**src/rtl/ex_mem_pkg.sv**
```systemverilog
// Shared types and default widths for the EX->MEM pipeline stage.
// Control bit positions follow the {reg_write, mem_to_reg, mem_read, mem_write} ordering.
package ex_mem_pkg;

    localparam int XLEN_DEF      = 32;
    localparam int NUM_LANES_DEF = 4;
    localparam int LANE_W_DEF    = 32;
    localparam int RADDR_W_DEF   = 5;
    localparam int CNT_W_DEF     = 16;

    localparam int CTRL_W         = 4;
    localparam int CTRL_REG_WRITE = 3;
    localparam int CTRL_MEM_TO_REG = 2;
    localparam int CTRL_MEM_READ  = 1;
    localparam int CTRL_MEM_WRITE = 0;

    typedef struct packed {
        logic reg_write;
        logic mem_to_reg;
        logic mem_read;
        logic mem_write;
    } ctrl_t;

    // Payload layout at the default widths; the stage packs the same field order
    // into a flat vector so non-default parameters keep working.
    typedef struct packed {
        logic [XLEN_DEF-1:0]                 pc;
        logic [XLEN_DEF-1:0]                 instr;
        logic [XLEN_DEF-1:0]                 alu;
        logic [XLEN_DEF-1:0]                 rd_data;
        logic [NUM_LANES_DEF*LANE_W_DEF-1:0] valu;
        logic [NUM_LANES_DEF-1:0]            lane_en;
        logic [RADDR_W_DEF-1:0]              rd_addr;
        logic                                zero;
        ctrl_t                               ctrl;
    } ex_mem_payload_t;

endpackage

```
**src/rtl/ex_mem_stage_pipe_slot.sv**
```systemverilog
// Payload-wide register with load enable; the synchronous clear wins over load.
module pipe_slot #(
    parameter int W = 8
) (
    input  logic         clk_i,
    input  logic         clr_i,
    input  logic         ld_i,
    input  logic [W-1:0] d_i,
    output logic [W-1:0] q_o
);

    logic [W-1:0] q_d;
    logic [W-1:0] q_q;

    always_comb begin
        q_d = q_q;
        if (clr_i) begin
            q_d = '0;
        end else if (ld_i) begin
            q_d = d_i;
        end
    end

    always_ff @(posedge clk_i) begin
        q_q <= q_d;
    end

    assign q_o = q_q;

endmodule

```
**src/rtl/ex_mem_stage.sv**
```systemverilog
// EX->MEM stage: valid/ready register with a one-entry skid, flush, bubble-masked
// control and a saturating stall counter. Output appears one cycle after acceptance.
module ex_mem_stage
    import ex_mem_pkg::*;
#(
    parameter int XLEN      = XLEN_DEF,
    parameter int NUM_LANES = NUM_LANES_DEF,
    parameter int LANE_W    = LANE_W_DEF,
    parameter int RADDR_W   = RADDR_W_DEF,
    parameter int CNT_W     = CNT_W_DEF
) (
    input  logic                        clk_i,
    input  logic                        rst_i,
    input  logic                        flush_i,
    input  logic                        s_valid_i,
    output logic                        s_ready_o,
    input  logic [XLEN-1:0]             s_pc_i,
    input  logic [XLEN-1:0]             s_instr_i,
    input  logic [XLEN-1:0]             s_alu_i,
    input  logic [XLEN-1:0]             s_rd_data_i,
    input  logic [NUM_LANES*LANE_W-1:0] s_valu_i,
    input  logic [NUM_LANES-1:0]        s_lane_en_i,
    input  logic [RADDR_W-1:0]          s_rd_addr_i,
    input  logic                        s_zero_i,
    input  logic [CTRL_W-1:0]           s_ctrl_i,
    output logic                        m_valid_o,
    input  logic                        m_ready_i,
    output logic [XLEN-1:0]             m_pc_o,
    output logic [XLEN-1:0]             m_instr_o,
    output logic [XLEN-1:0]             m_alu_o,
    output logic [XLEN-1:0]             m_rd_data_o,
    output logic [NUM_LANES*LANE_W-1:0] m_valu_o,
    output logic [NUM_LANES-1:0]        m_lane_en_o,
    output logic [RADDR_W-1:0]          m_rd_addr_o,
    output logic                        m_zero_o,
    output logic [CTRL_W-1:0]           m_ctrl_o,
    output logic [CNT_W-1:0]            stall_cnt_o
);

    localparam int VW = NUM_LANES * LANE_W;
    localparam int PW = 4 * XLEN + VW + NUM_LANES + RADDR_W + 1 + CTRL_W;

    localparam logic [1:0] ST_EMPTY = 2'd0;
    localparam logic [1:0] ST_FULL  = 2'd1;
    localparam logic [1:0] ST_SKID  = 2'd2;

    logic [1:0]       state_d, state_q;
    logic             s_ready_d, s_ready_q;
    logic [CNT_W-1:0] stall_cnt_d, stall_cnt_q;
    logic             main_ld, skid_ld;
    logic             in_xfer, out_xfer;
    logic [VW-1:0]    valu_masked;
    logic [PW-1:0]    in_pl, main_in, main_pl, skid_pl;
    logic [CTRL_W-1:0] main_ctrl_raw;
    ctrl_t            main_ctrl;

    // Disabled lanes are stored as zero so stale lane data never reaches MEM.
    for (genvar k = 0; k < NUM_LANES; k++) begin : g_lane_mask
        assign valu_masked[k*LANE_W +: LANE_W] =
            s_lane_en_i[k] ? s_valu_i[k*LANE_W +: LANE_W] : '0;
    end

    assign in_pl = {s_pc_i, s_instr_i, s_alu_i, s_rd_data_i, valu_masked,
                    s_lane_en_i, s_rd_addr_i, s_zero_i, s_ctrl_i};

    assign m_valid_o = (state_q != ST_EMPTY);
    assign s_ready_o = s_ready_q;
    assign in_xfer   = s_valid_i & s_ready_q;
    assign out_xfer  = m_valid_o & m_ready_i;

    always_comb begin
        state_d = state_q;
        main_ld = 1'b0;
        skid_ld = 1'b0;
        case (state_q)
            ST_EMPTY: begin
                if (in_xfer) begin
                    state_d = ST_FULL;
                    main_ld = 1'b1;
                end
            end
            ST_FULL: begin
                if (in_xfer && out_xfer) begin
                    main_ld = 1'b1;
                end else if (in_xfer) begin
                    state_d = ST_SKID;
                    skid_ld = 1'b1;
                end else if (out_xfer) begin
                    state_d = ST_EMPTY;
                end
            end
            ST_SKID: begin
                if (out_xfer) begin
                    state_d = ST_FULL;
                    main_ld = 1'b1;
                end
            end
            default: state_d = ST_EMPTY;
        endcase
        // Flush drops any concurrent load; slots keep their contents so m_* hold.
        if (flush_i) begin
            state_d = ST_EMPTY;
            main_ld = 1'b0;
            skid_ld = 1'b0;
        end
        s_ready_d = (state_d != ST_SKID);
    end

    always_comb begin
        stall_cnt_d = stall_cnt_q;
        if (m_valid_o && !m_ready_i && (stall_cnt_q != {CNT_W{1'b1}})) begin
            stall_cnt_d = stall_cnt_q + CNT_W'(1);
        end
    end

    always_ff @(posedge clk_i) begin
        if (rst_i) begin
            state_q     <= ST_EMPTY;
            s_ready_q   <= 1'b1;
            stall_cnt_q <= '0;
        end else begin
            state_q     <= state_d;
            s_ready_q   <= s_ready_d;
            stall_cnt_q <= stall_cnt_d;
        end
    end

    assign main_in = (state_q == ST_SKID) ? skid_pl : in_pl;

    pipe_slot #(.W(PW)) u_main (
        .clk_i (clk_i),
        .clr_i (rst_i),
        .ld_i  (main_ld),
        .d_i   (main_in),
        .q_o   (main_pl)
    );

    pipe_slot #(.W(PW)) u_skid (
        .clk_i (clk_i),
        .clr_i (rst_i),
        .ld_i  (skid_ld),
        .d_i   (in_pl),
        .q_o   (skid_pl)
    );

    assign {m_pc_o, m_instr_o, m_alu_o, m_rd_data_o, m_valu_o,
            m_lane_en_o, m_rd_addr_o, m_zero_o, main_ctrl_raw} = main_pl;
    assign main_ctrl = ctrl_t'(main_ctrl_raw);

    // Bubbles present no memory or register-file side effects.
    always_comb begin
        m_ctrl_o = '0;
        if (m_valid_o) begin
            m_ctrl_o[CTRL_REG_WRITE]  = main_ctrl.reg_write;
            m_ctrl_o[CTRL_MEM_TO_REG] = main_ctrl.mem_to_reg;
            m_ctrl_o[CTRL_MEM_READ]   = main_ctrl.mem_read;
            m_ctrl_o[CTRL_MEM_WRITE]  = main_ctrl.mem_write;
        end
    end

    assign stall_cnt_o = stall_cnt_q;

endmodule

```
**config.mk**
```make
export PLATFORM = sky130hd
export DESIGN_NAME = ex_mem_stage
export DESIGN_NICKNAME = d
export VERILOG_FILES = /design/src/rtl/ex_mem_pkg.sv /design/src/rtl/ex_mem_stage_pipe_slot.sv /design/src/rtl/ex_mem_stage.sv
export SDC_FILE = /design/constraint.sdc
export NUM_CORES = 1
export LEC_CHECK = 0
export BUFFER_PORTS_ARGS = -buffer_cell sky130_fd_sc_hd__buf_2
export CAP_MARGIN = 20
export CORE_MARGIN = 2
export CORE_UTILIZATION = 40
export CTS_BUF_LIST = sky130_fd_sc_hd__clkbuf_16
export CTS_CLUSTER_DIAMETER = 80
export DETAILED_ROUTE_END_ITERATION = 7
export PLACE_DENSITY_LB_ADDON = 0.05
export SYNTH_ARGS = -nofsm -noshare
export SYNTH_HDL_FRONTEND = slang
export SYNTH_SLANG_ARGS = --single-unit
export TNS_END_PERCENT = 50
```
**constraint.sdc**
```tcl
create_clock -name clk_i -period 2.2 [get_ports clk_i]
set_input_delay 0.55 -clock clk_i [delete_from_list [all_inputs] [get_ports clk_i]]
set_output_delay 0.55 -clock clk_i [all_outputs]
set_load 0.01 [all_outputs]
```
# Yosys cells after proc, flatten, opt, wreduce, memory -nomap -nowiden
# Cells that the tools add are included.
[word_totals]
ff_bits = 559
wordCells = 39
ramBits = 0
input_bits = 275
latchBits = 0
output_inout_bits = 288
romBits = 0
n_memories = 0
[op_classes]
n_addsub = 1
n_mul = 0
bitwise = 2
n_mux = 21
shifts = 0
n_eq_ne = 4
magnitude_cmp = 0
n_reduce_logical = 6
div = 0
[ops]
columns = ["cell", "count"]
rows = [
  ["$mux 270", 1],
  ["$mux 32", 4],
  ["$add 16x1->16 const B", 1],
  ["$ne 16x16->1 const B", 1],
  ["$mux 2", 6],
  ["$mux 1", 7],
  ["$pmux 2 s3", 1],
  ["$mux 4", 1],
  ["$logic_and 1x1->1", 3],
  ["$pmux 1 s3", 1],
  ["$and 1x1->1", 2],
  ["$eq 2x1->1 const B", 1],
  ["$eq 2x2->1 const B", 1],
  ["$logic_not 2->1", 1],
  ["$ne 2x2->1 const B", 1],
  ["$reduce_bool 2->1", 1],
  ["$logic_not 1->1", 1],
]

# Longest topological paths before layout
# Gate-level depths: netlist (run 1).
[logic_depth]
ltp_word = 8
depth_mapped = 8

# Cells and area by module
# From an unflattened synthesis (run 1), not the netlist that was laid out.
[unflattened]
hier_cells = 2303
area_unflattened_um2 = 24342.1
[modules_own_cells]
columns = ["module", "seq_area_each_um2", "cells_per_inst", "area_each_um2", "n_inst"]
rows = [
  ["pipe_slot", 5405.2, 870, 9609.2, 2],
  ["ex_mem_stage", 380.4, 563, 5123.7, 1],
]

# Least setup slack after synthesis (run 1)
# No wires, ideal clock.
[synth_path]
path_kind = "register to register"
start = "register stall_cnt_q[0] (netlist: stall_cnt_o[0])"
end = "register stall_cnt_q[14] (netlist: stall_cnt_o[14])"
path_buffers = 0
t_arrival_ns = 1.853
path_stages_with_launch = 6
period_less_slack_ns = 1.923
path_slack_ns = 0.277
setup_ns = 0.070
cell_sequence = "dfxtp_1 > ha_1 > nand4_2 > or3_4 > or4_1 > a21oi_1"
[synth_via]
elab_chain_len = 2
elab_cells_between_ends = 3
classes_between = "add/sub (1); eq/ne (1); reduce/logical (1)"
[synth_lines]
columns = ["item", "line_no", "source"]
rows = [
  ["start: declaration", "ex_mem_stage.sv:49", "logic [CNT_W-1:0] stall_cnt_d, stall_cnt_q;"],
  ["start signal: assignment", "ex_mem_stage.sv:124", "stall_cnt_q <= stall_cnt_d;"],
  ["branches (longest 2 deep; another with $add 16x1->16)", "--", ""],
]
# Several ways; the timed one is not identified.
# A chain may end at the register's enable or synchronous reset.

# Final worst setup path (run 1)
[layout_path]
start = "register state_q[1]"
end = "output m_ctrl_o[3]"
[layout_via]
elab_chain_len = 2
[layout_lines]
columns = ["item", "line_no", "source"]
rows = [
  ["start: declaration", "ex_mem_stage.sv:47", "logic [1:0] state_d, state_q;"],
  ["start signal: assignment", "ex_mem_stage.sv:122", "state_q <= state_d;"],
  ["$reduce_bool 2->1", "ex_mem_stage.sv:66", "assign m_valid_o = (state_q != ST_EMPTY);"],
  ["$mux 4", "ex_mem_stage.sv:153", "if (m_valid_o) begin"],
  ["end: declaration", "ex_mem_stage.sv:36", "output logic [CTRL_W-1:0] m_ctrl_o,"],
]
# No other way between the ends.

==> key figures, run 1 <==
Timing
  – Slew HR: 63.9%
  – Setup violations, final: 0
  – Setup Skew: 0.00915 ns
  – Final worst path period need: 2.10 ns
  – Fin crit share: 95.6%
  – Final hold vios: 0
  – Fin. max-slew vios: 0
  – Worst-Margin Slew: 0.528 ns
  – Unrepaired setup endpoints after global routing: no
  – Fmax achieved: 475 MHz

Worst hold path
  – Hold Crit Depth: 3
  – Hold Crit Class: input pin to flip-flop
  – Hold Crit Start: s_instr_i[12]
  – Hold Crit Endpoint: u_skid.q_o[218]

Synth
  – Dominant synthesized flop cell: dfxtp_1
  – #FFs+latches synth: 559
  – Number of flops mapped to enable cells by yosys: 0
  – Avg Cell Area, Syn: 8.46 sq um
  – Post-Synthesis Cell Area: 0.0253 sq mm
  – Yosys warns: 0
  – Top cell type's share of synthesized area: 44.2%
  – Cells after Synth: 2989
  – Synth unique cells: 43
  – Ys async rst share: 0%
  – Sequential fraction of the synthesis area: 44.2%
  – Synth top area cells: dfxtp_1, a21oi_1, buf_4, nand2_1, mux2i_1
  – Area leader, netlist: dfxtp_1
  – Syn nets: 3265

Final layout
  – Filler cell count: 6223
  – Layout area overhead: 16.7%
  – Final nets: 3420
  – Layout cells sized above 1: 24.2%
  – Final Non-Filler Cells: 4060
  – Register area: 0.0112 sq mm
  – Area taken by multi-input logic gates: 0.0108 sq mm

Setup path
  – Data arrival, critical path: 1.55 ns
  – Critical path type: flip-flop to output port
  – Critical R2R Launch: stall_cnt_o[1]
  – Critical Path Source Type: flip-flop
  – FF-to-FF path depth: 5
  – CP endpoint kind: output port
  – Worst-path maximum fanout: 10
  – FF-to-FF setup slack: 0.17 ns
  – CP required: 1.65 ns
  – Critical R2R Capture: stall_cnt_o[14]

Die
  – Core Box Area: 0.0629 sq mm
  – Full die area: 0.0653 sq mm
  – Die Height: 256 um
  – Die width: 256 um
  – Initial Utilization: 40.3%
  – I/O Pins: 563
  – # rows: 92

Detailed routing
  – Routed WL: 81.8 mm
  – Starting DRT DRC Count: 1432
  – Avg Vias per Cell: 5.48
  – First-pass detailed-route iteration total: 6
  – Routed Antenna Nets: 0
  – # DRC: 0
  – Via count: 22.3k
  – Wire per inst: 20.1 um

GRT
  – Antenna violations before repair: 32
  – Pin count of the biggest net entering global routing: 83
  – GRT Total Usage: 23.8%
  – Vias in the first global route: 21.2k
  – Overflow left after global routing: 0
  – First-pass GRT wire length: 127 mm

Clock network
  – Clock transition at path regs: 0.06 ns
  – Clock sinks: 559
  – CTS Root Cell: clkbuf_16
  – Clk_lat worst skew: 0.62 ns
  – Htree depth: 2
  – # Post-CTS Setup Buffers: 0
  – CTS tree: yes
  – Cts hold-fix bufs: 0
  – Cts bufs inserted: 61
  – Max Buffers Root-to-Sink: 3

Placed design
  – Port Buf Inserts: 562
  – Gpl congestion: 0.815
  – DP Cell Count: 3927
  – DP Wirelength: 53.4 mm

Job
  – MaxCap Viol Count: 0

Power
  – Worst vdd ir: 0.000585 V
  – P_leak: 0.0124 uW
  – Total power: 23200 uW
  – PwrDens: 788 mW/mm^2

Outcome
  – Status: finished clean
power by group:
| group | total [uW] | internal [uW] | switching (uW) |
|---|---|---|---|
| Sequential | 10700 | 10500 | 217 |
| Combinational | 2690 | 1080 | 1600 |
| Clock | 9830 | 5600 | 4230 |
worst max-delay path by stage:
stage | from | to | slack, ns | cells after the start
global placement | m_ready_i | u_main.q_o[95] | -0.07 | 7
floorplan | stall_cnt_o[0] | stall_cnt_o[14] | 0.28 | 5
finish | state_q[1] | m_ctrl_o[3] | 0.1 | 3
CTS | state_q[1] | m_ctrl_o[3] | 0.03 | 3
detailed placement | m_ready_i | u_main.q_o[132] | -0.13 | 7
global route | state_q[1] | m_ctrl_o[3] | 0.007 | 3
cell usage in the layout (no fill, tap or decap), types with 10 or more instances in the layout:
| master | Yosys | routed |
|---|---|---|
| buf_2 | 56 | 560 |
| dfxtp_1 | 559 | 557 |
| a21oi_1 | 553 | 553 |
| nand2_1 | 416 | 416 |
| mux2i_1 | 144 | 144 |
| a311oi_1 | 142 | 142 |
| nand3_1 | 134 | 133 |
| nor3_1 | 132 | 132 |
| and3_1 | 129 | 128 |
| a2111oi_0 | 128 | 128 |
| buf_12 | 0 | 65 |
| clkbuf_16 | 0 | 63 |
| buf_4 | 284 | 46 |
| inv_1 | 5 | 23 |
| diode_2 | 0 | 18 |
| clkinv_1 | 0 | 16 |
| clkinv_2 | 0 | 10 |
kinds of logic (layout without fill, tap and decap cells):
group,Yosys count,after routing,synth area share [%]
mux,147,147,5.83
compound gates,840,840,20.8
buf+inv,586,793,13.2
flops,559,559,44.2
fa+ha+maj,1,1,0.0494
other cells,0,18,0
simple gates,856,856,15.9
metal layers:
layer	global-route usage (%)	routed length, um	vias to the layer above
met1	30.8	35000	10597
met2	38.9	38600	629
met5	0	199	-
li1	-	-	10861
met3	5.84	5570	146
met4	8.07	2370	30
stage by stage:
step                      util (%)  hold WS, ns  worst slack [ns]  setup TNS, ns  cell area [sq um]
after floorplan                  -        0.434             0.277              0              25300
after global placement        43.8        0.439           -0.0729          -1.56              27600
after detailed placement      43.8        0.445            -0.130          -8.45              27600
after CTS                     46.9        0.121            0.0299              0              29500
after global routing          46.9        0.140           0.00693              0              29500
final                         47.0        0.172            0.0961              0              29500
cells in the mapped netlist (2+ instances only):
cell	count
or2_2	2
buf_1	12
buf_2	56
nor2b_1	8
nor4_1	2
o21ai_0	4
or4_1	6
and3_1	129
buf_4	284
nor2_1	6
nor3_1	132
or3_1	4
mux2_2	3
a311oi_1	142
dfxtp_1	559
a2111oi_0	128
nand3_1	134
mux2i_1	144
nand4_1	5
inv_1	5
a21oi_1	553
clkbuf_1	228
nor4b_1	2
nand2_1	416
o31ai_1	7
flip-flops by register name, indices dropped and copies added (netlist names):
signal and count:
u_skid.q_o 270, s_ready_o 1, u_main.q_o 270, state_q 2, stall_cnt_o 16
timing repair:
action                                  in CTS  in global routing
hold endpoints to repair                     0                  0
resized for setup                            4                  0
endpoints found under the setup margin       5                  0
critical path: stages (launching register included):
cell and delay [ns]:
dfxtp_2 0.40, nor2_4 0.28, nor2b_1 0.09, buf_2 0.16
final cells by class:
class                      count  area share (%)
inverter                       6           0.102
sequential                   559            37.9
clock buffer                  63            5.34
antenna                       18           0.153
multi-input combinational   1844            36.6
timing repair buffer         672            15.1
clock inverter                52            1.12
tap                          846            3.59
Power figures use the tool's default switching activity.
==> run 2: changes to the inputs <==
--- a/config.mk
+++ b/config.mk
@@ -5,9 +5,9 @@
 export SDC_FILE = /design/constraint.sdc
 export NUM_CORES = 1
 export LEC_CHECK = 0
+export ABC_AREA = 1
 export BUFFER_PORTS_ARGS = -buffer_cell sky130_fd_sc_hd__buf_2
 export CAP_MARGIN = 20
-export CORE_MARGIN = 2
 export CORE_UTILIZATION = 40
 export CTS_BUF_LIST = sky130_fd_sc_hd__clkbuf_16
 export CTS_CLUSTER_DIAMETER = 80
==> run 2 against run 1 <==
Against the previous run: design area shrank 0.56%; routed wire length decreased by 6.0%; sequential power hardly changed; clock skew rose by 0.0054 ns; via count grew 2.1%; sequential cell count unchanged; clock power is essentially flat; register-to-register slack better by 0.06 ns; cell count increased by 13%; combinational power decreased by 8.9%; fmax grew 2.9%; critical path type unchanged.
==> key figures, run 2 <==
Timing
  – Final hold vios: 0 (unchanged)
  – Worst-Margin Slew: 0.913 ns (was 0.528 ns)
  – Fmax achieved: 489 MHz (was 475 MHz)
  – Final hold slack: 0.230 ns (was 0.172 ns)
  – Fin crit share: 92.9% (was 95.6%)
  – Setup violations, final: 0 (unchanged)
  – Setup Skew: 0.0146 ns (was 0.00915 ns)
  – Fin. max-slew vios: 0 (unchanged)
  – Unrepaired setup endpoints after global routing: no (unchanged)
  – Slew HR: 39.1% (was 63.9%)
  – Final worst path period need: 2.04 ns (was 2.10 ns)
  – Final setup TNS: 0 ns (unchanged)

Final layout
  – Final Non-Filler Cells: 4584 (was 4060)
  – Fin area: 0.0293 sq mm (was 0.0295 sq mm)
  – Layout area overhead: 13.2% (was 16.7%)
  – Final nets: 3955 (was 3420)
  – Most common cell after layout, fill and taps aside: buf_2 (unchanged)
  – Layout cells sized above 1: 21.5% (was 24.2%)
  – Most frequent cells in the layout: buf_2, dfxtp_1, nor2_1 (was buf_2, dfxtp_1, a21oi_1)
  – Fin util: 46.2% (was 47.0%)

Clock network
  – Cts hold-fix bufs: 0 (unchanged)
  – CTS Root Cell: clkbuf_16 (unchanged)
  – CTS tree: yes (unchanged)
  – Htree depth: 3 (was 2)
  – Clk_lat worst skew: 0.59 ns (was 0.62 ns)
  – Clock sinks: 559 (unchanged)
  – Cts bufs inserted: 66 (was 61)
  – Clock transition at path regs: 0.06 ns (about the same)
  – Max Buffers Root-to-Sink: 3 (unchanged)

Synth
  – Synth top area cells: dfxtp_1, o21ai_0, a21oi_1, buf_4, nor2_1 (was dfxtp_1, a21oi_1, buf_4, nand2_1, mux2i_1)
  – Dominant synthesized flop cell: dfxtp_1 (unchanged)
  – Synth unique cells: 26 (was 43)
  – Avg Cell Area, Syn: 7.36 sq um (was 8.46 sq um)
  – Cells after Synth: 3525 (was 2989)
  – Number of flops mapped to enable cells by yosys: 0 (unchanged)
  – Syn nets: 3801 (was 3265)
  – Yosys warns: 0 (unchanged)
  – Post-Synthesis Cell Area: 0.0259 sq mm (was 0.0253 sq mm)
  – Sequential fraction of the synthesis area: 43.2% (was 44.2%)
  – Area leader, netlist: dfxtp_1 (unchanged)
  – #FFs+latches synth: 559 (unchanged)
  – Ys async rst share: 0% (unchanged)
  – Top cells by count, synth: dfxtp_1, nor2_1, nand2_1 (was dfxtp_1, a21oi_1, nand2_1)
  – Most frequent cell after synthesis: dfxtp_1 (unchanged)
  – Top cell type's share of synthesized area: 43.2% (was 44.2%)

Setup path
  – CP required: 1.65 ns (about the same)
  – Worst setup path end: m_ctrl_o[1] (was m_ctrl_o[3])
  – Data arrival, critical path: 1.49 ns (was 1.55 ns)
  – FF-to-FF path depth: 7 (was 5)
  – Critical R2R Capture: u_main.q_o[199] (was stall_cnt_o[14])
  – Critical Path Source Type: flip-flop (unchanged)
  – Max stage delay on crit path: 0.45 ns (was 0.40 ns)
  – CP startpoint: state_q[0] (was state_q[1])
  – Worst-path maximum fanout: 6 (was 10)
  – Critical path type: flip-flop to output port (unchanged)
  – FF-to-FF setup slack: 0.23 ns (was 0.17 ns)
  – Cell Chain, Critical Path: nor2_4 -> nor2_1 -> buf_2 (was nor2_4 -> nor2b_1 -> buf_2)
  – CP max-delay cell: dfxtp_1 (was dfxtp_2)
  – Critical R2R Launch: state_q[0] (was stall_cnt_o[1])
  – CP endpoint kind: output port (unchanged)

GRT
  – Pin count of the biggest net entering global routing: 152 (was 83)
  – First-pass GRT wire length: 120 mm (was 127 mm)
  – Vias in the first global route: 21.5k (was 21.2k)
  – Overflow left after global routing: 0 (unchanged)
  – Antenna violations before repair: 27 (was 32)
  – GRT Total Usage: 22.6% (was 23.8%)

Die
  – Initial Utilization: 40.8% (was 40.3%)
  – # rows: 92 (unchanged)
  – Full die area: 0.0658 sq mm (was 0.0653 sq mm)
  – Core Box Area: 0.0635 sq mm (was 0.0629 sq mm)
  – I/O Pins: 563 (unchanged)
  – Die width: 257 um (was 256 um)
  – Die Height: 257 um (was 256 um)

Detailed routing
  – # DRC: 0 (unchanged)
  – Wire per inst: 16.8 um (was 20.1 um)
  – Starting DRT DRC Count: 1496 (was 1432)
  – Routed WL: 76.9 mm (was 81.8 mm)
  – First-pass detailed-route iteration total: 5 (was 6)
  – Routed Antenna Nets: 0 (unchanged)
  – Avg Vias per Cell: 4.96 (was 5.48)
  – Via count: 22.7k (was 22.3k)

Placed design
  – Port Buf Inserts: 562 (unchanged)
  – Placed cell areas: 0.0273 sq mm (was 0.0276 sq mm)
  – DP Cell Count: 4455 (was 3927)
  – DP Wirelength: 51.1 mm (was 53.4 mm)
  – Gpl congestion: 0.870 (was 0.815)

Job
  – MaxCap Viol Count: 0 (unchanged)

Power
  – Clk pwr share: 43.3% (was 42.3%)
  – PwrDens: 797 mW/mm^2 (was 788 mW/mm^2)
  – Worst vdd ir: 0.000511 V (was 0.000585 V)
  – P_leak: 0.0130 uW (was 0.0124 uW)
  – Reg power frac: 46.2% (about the same)
  – Sw power: 6030 uW (was 6050 uW)
  – Sw Ratio: 25.8% (was 26.0%)
  – Gate power share: 10.5% (was 11.6%)
  – Int Power: 17300 uW (was 17200 uW)

Outcome
  – Status: finished clean (unchanged)

Worst hold path
  – Hold Crit Class: input pin to flip-flop (unchanged)
## run 2: power by group through the flow
stage | Sequential, uW | Clock (uW) | Combinational [uW]
2_1_floorplan | 10900 | 0 | 1860
3_3_place_gp | 11000 | 0 | 2440
3_5_place_dp | 11000 | 0 | 2460
4_1_cts | 10800 | 10500 | 2470
5_1_grt | 10900 | 10900 | 2730
6_report | 10800 | 10100 | 2450
## run 2: through the flow
step           power [uW]  setup slack (ns)
6_report            23400             0.156
4_1_cts             23800             0.111
2_1_floorplan       12800             0.550
3_3_place_gp        13500             0.197
5_1_grt             24500            0.0697
3_5_place_dp        13500             0.181
## run 2: what timing repair did
| item | CTS | global route |
|---|---|---|
| buffers inserted | 2 | 0 |
| gates resized for setup | 0 | 0 |
| setup endpoints to repair | 2 | 0 |
## run 2: worst min-delay path by stage
stage | from | end | slack, ns | depth (start not counted)
2_1_floorplan | u_main.q_o[100] | u_main.q_o[100] | 0.42 | 2
3_3_place_gp | u_main.q_o[221] | u_main.q_o[221] | 0.43 | 2
3_5_place_dp | u_main.q_o[256] | u_main.q_o[256] | 0.43 | 2
4_1_cts | s_pc_i[6] | u_skid.q_o[244] | 0.19 | 3
5_1_grt | s_rd_data_i[14] | u_skid.q_o[156] | 0.21 | 3
6_report | s_rd_data_i[14] | u_skid.q_o[156] | 0.23 | 3
## run 2: kinds of logic after synthesis
| group | Yosys count | synth area share (%) |
|---|---|---|
| AND/OR/NAND/NOR | 1119 | 17.1 |
| AO/OA/AOI/OAI | 996 | 22.2 |
| buffers and inverters | 844 | 17.3 |
| flip-flops | 559 | 43.2 |
| XOR/XNOR | 6 | 0.203 |
| adder cells (fa/ha/maj) | 1 | 0.0483 |
## run 2: worst max-delay path: cells and delay by family (launching register included)
family	cells	cell delay, ns
flops	1	0.45
simple gates	2	0.29
buf+inv	1	0.17
## run 2: layout make-up
cell class	count	area, sq um
well taps	846	1060
inverters	308	1180
repair buffers	622	3640
clock buffers	71	1780
fillers	6648	34200
clock inverters	39	185
diodes	17	42.5
flip-flops and latches	559	11200
multi-input cells	2122	10300
## run 2: per-layer routing
| layer | vias up | track usage [%] | wire length (um) |
|---|---|---|---|
| li1 | 11462 | - | - |
| met3 | 137 | 5.26 | 4840 |
| met1 | 10516 | 28.9 | 33900 |
| met5 | - | 0 | 165 |
| met2 | 593 | 37.0 | 35800 |
| met4 | 26 | 8.23 | 2160 |
==> run 3: changes to the inputs <==
--- a/config.mk
+++ b/config.mk
@@ -15,5 +15,6 @@
 export PLACE_DENSITY_LB_ADDON = 0.05
 export SYNTH_ARGS = -nofsm -noshare
 export SYNTH_HDL_FRONTEND = slang
+export SYNTH_HIERARCHICAL = 1
 export SYNTH_SLANG_ARGS = --single-unit
 export TNS_END_PERCENT = 50
==> run 3 against run 2 <==
Against the previous run: cell count rose by 31%; via count up 14%; largest cell class is now multi-input gates; sequential cell count is the same; routed wire length is 4.7% higher; first-iteration DRC count down 1.6%; total power increased by 4.5%; non-clock buffer count rose by 21; critical path depth up 1; sequential share of layout area down 4.1 points.
==> key figures, run 3 <==
Outcome
  – Status: finished clean (unchanged)

Synth
  – Yosys warns: 6 (was 0)
  – #FFs+latches synth: 559 (unchanged)
  – Synth top area cells: dfxtp_1, nand2_1, nor2_1, inv_1, buf_6 (was dfxtp_1, o21ai_0, a21oi_1, buf_4, nor2_1)
  – Syn nets: 4881 (was 3801)
  – Sequential fraction of the synthesis area: 40.5% (was 43.2%)
  – Dominant synthesized flop cell: dfxtp_1 (unchanged)
  – Synth unique cells: 25 (was 26)
  – Area leader, netlist: dfxtp_1 (unchanged)
  – Most frequent cell after synthesis: nand2_1 (was dfxtp_1)
  – Cells after Synth: 4605 (was 3525)
  – Post-Synthesis Cell Area: 0.0276 sq mm (was 0.0259 sq mm)
  – Top cells by count, synth: nand2_1, nor2_1, inv_1 (was dfxtp_1, nor2_1, nand2_1)
  – Number of flops mapped to enable cells by yosys: 0 (unchanged)
  – Ys async rst share: 0% (unchanged)
  – Avg Cell Area, Syn: 5.99 sq um (was 7.36 sq um)
  – Top cell type's share of synthesized area: 40.5% (was 43.2%)

GRT
  – Overflow left after global routing: 0 (unchanged)
  – Pin count of the biggest net entering global routing: 118 (was 152)
  – Antenna violations before repair: 18 (was 27)
  – GRT Total Usage: 22.4% (was 22.6%)
  – Vias in the first global route: 23.0k (was 21.5k)
  – First-pass GRT wire length: 126 mm (was 120 mm)

Timing
  – Fmax achieved: 476 MHz (was 489 MHz)
  – Setup Skew: 0.0190 ns (was 0.0146 ns)
  – Setup violations, final: 0 (unchanged)
  – Unrepaired setup endpoints after global routing: no (unchanged)
  – Final worst path period need: 2.10 ns (was 2.04 ns)
  – Slew HR: 64.6% (was 39.1%)
  – Final hold vios: 0 (unchanged)
  – Final setup TNS: 0 ns (unchanged)
  – Fin crit share: 95.5% (was 92.9%)
  – Worst-Margin Slew: 0.531 ns (was 0.913 ns)
  – Fin. max-slew vios: 0 (unchanged)

Placed design
  – Gpl congestion: 0.838 (was 0.870)
  – DP Wirelength: 55.8 mm (was 51.1 mm)
  – Port Buf Inserts: 562 (unchanged)

Final layout
  – Most common cell after layout, fill and taps aside: nand2_1 (was buf_2)
  – Final nets: 5339 (was 3955)
  – Layout cells sized above 1: 14.6% (was 21.5%)
  – Layout area overhead: 19.0% (was 13.2%)
  – Most frequent cells in the layout: nand2_1, nor2_1, inv_1 (was buf_2, dfxtp_1, nor2_1)
  – Filler cell count: 7501 (was 6648)
  – Fin util: 48.5% (was 46.2%)

Die
  – I/O Pins: 563 (unchanged)
  – Core Box Area: 0.0678 sq mm (was 0.0635 sq mm)
  – # rows: 95 (was 92)
  – Initial Utilization: 40.7% (was 40.8%)
  – Die width: 265 um (was 257 um)
  – Full die area: 0.0701 sq mm (was 0.0658 sq mm)
  – Die Height: 265 um (was 257 um)

Setup path
  – Critical path type: flip-flop to output port (unchanged)
  – Critical R2R Launch: state_q[1] (was state_q[0])
  – Data arrival, critical path: 1.55 ns (was 1.49 ns)
  – Worst-path maximum fanout: 5 (was 6)
  – CP startpoint: state_q[1] (was state_q[0])
  – CP required: 1.65 ns (about the same)
  – Cell Chain, Critical Path: nor2_2 -> buf_4 -> nor2_1 -> buf_2 (was nor2_4 -> nor2_1 -> buf_2)
  – FF-to-FF path depth: 10 (was 7)
  – Worst setup path end: m_ctrl_o[3] (was m_ctrl_o[1])
  – Critical Path Source Type: flip-flop (unchanged)
  – CP max-delay cell: dfxtp_1 (unchanged)
  – CP endpoint kind: output port (unchanged)
  – Critical R2R Capture: u_main/q_o[92] (was u_main.q_o[199])
  – FF-to-FF setup slack: 0.26 ns (was 0.23 ns)
  – Max stage delay on crit path: 0.39 ns (was 0.45 ns)

Detailed routing
  – First-pass detailed-route iteration total: 5 (unchanged)
  – Via count: 26.0k (was 22.7k)
  – Avg Vias per Cell: 4.34 (was 4.96)
  – Routed Antenna Nets: 0 (unchanged)
  – Starting DRT DRC Count: 1472 (was 1496)
  – Routed WL: 80.5 mm (was 76.9 mm)
  – Wire per inst: 13.4 um (was 16.8 um)
  – # DRC: 0 (unchanged)

Clock network
  – Cts hold-fix bufs: 0 (unchanged)
  – Htree depth: 3 (unchanged)
  – Clock sinks: 559 (unchanged)
  – # Post-CTS Setup Buffers: 0 (was 2)
  – CTS tree: yes (unchanged)
  – Clk_lat worst skew: 0.59 ns (about the same)
  – Post-CTS resize count: 0 (unchanged)
  – Max Buffers Root-to-Sink: 3 (unchanged)
  – Clock transition at path regs: 0.06 ns (about the same)
  – CTS Root Cell: clkbuf_16 (unchanged)
  – Cts bufs inserted: 68 (was 66)

Power
  – Worst vdd ir: 0.000640 V (was 0.000511 V)
  – Gate power share: 12.9% (was 10.5%)
  – PwrDens: 744 mW/mm^2 (was 797 mW/mm^2)
  – Clk pwr share: 42.4% (was 43.3%)
  – P_leak: 0.0179 uW (was 0.0130 uW)
  – Sw power: 6560 uW (was 6030 uW)
  – Int Power: 17900 uW (was 17300 uW)
  – Reg power frac: 44.7% (was 46.2%)
  – Sw Ratio: 26.8% (was 25.8%)

Worst hold path
  – Hold Crit Depth: 5 (was 3)
  – Hold Crit Class: input pin to flip-flop (unchanged)

Job
  – MaxCap Viol Count: 0 (unchanged)
## run 3: cells by family (layout without fill, tap and decap cells)
family / after synthesis / count (layout) / share of synthesized area (%)
compound gates: 144 / 144 / 2.63
xor+xnor: 6 / 6 / 0.190
fa+ha+maj: 1 / 1 / 0.0453
buf+inv: 948 / 1451 / 16.3
flops: 559 / 559 / 40.5
other cells: 0 / 10 / 0
simple gates: 2947 / 2947 / 40.3
## run 3: power by group through the flow
stage               registers [uW]  logic [uW]  clock network (uW)
global placement             11100        3180                   0
finish                       10900        3150               10400
detailed placement           11100        3190                   0
floorplan                    11200        1890                   0
CTS                          10900        3190               10700
global route                 11000        3610               11100
## run 3: stage by stage
stage               std cells  cell area, sq um  setup slack, ns  total power, uW  hold slack (ns)
floorplan                4605             27600            0.604            13100            0.449
CTS                      5981             32800           0.0120            24900            0.224
finish                   5991             32800           0.0994            24400            0.266
detailed placement       5866             30800            0.160            14300            0.460
global route             5988             32800           0.0206            25700            0.259
global placement         5866             30800            0.178            14300            0.451
## run 3: layout make-up
class | instances | area, sq um | share of cell area [%]
clock inverters | 44 | 243 | 0.739
multi-input cells | 3098 | 11900 | 36.3
inverters | 693 | 2620 | 7.97
clock buffers | 71 | 1780 | 5.41
repair buffers | 643 | 3970 | 12.1
diodes | 10 | 25.0 | 0.0762
well taps | 873 | 1090 | 3.33
flip-flops and latches | 559 | 11200 | 34.1
## run 3: layer usage
layer	up-vias	part of all wire [%]	track usage, %
li1	14106	-	-
met1	11234	47	29.8
met2	522	45	36.6
met3	123	5.2	3.82
met4	16	2.7	7.81
met5	-	0.13	0
## run 3: worst max-delay path: cells and delay by family (launching register included)
family	cells	cell delay (ns)
flip-flops	1	0.39
buffers and inverters	2	0.33
AND/OR/NAND/NOR	2	0.24
## run 3: worst min-delay path by stage
stage,from,endpoint,slack [ns]
after floorplan,u_main/q_o[0],u_main/q_o[0],0.45
after global placement,u_main/q_o[151],u_main/q_o[151],0.45
after detailed placement,u_main/q_o[206],u_main/q_o[206],0.46
after CTS,s_alu_i[17],u_skid/q_o[191],0.22
after global routing,s_pc_i[20],u_skid/q_o[258],0.26
final,s_pc_i[20],u_skid/q_o[258],0.27
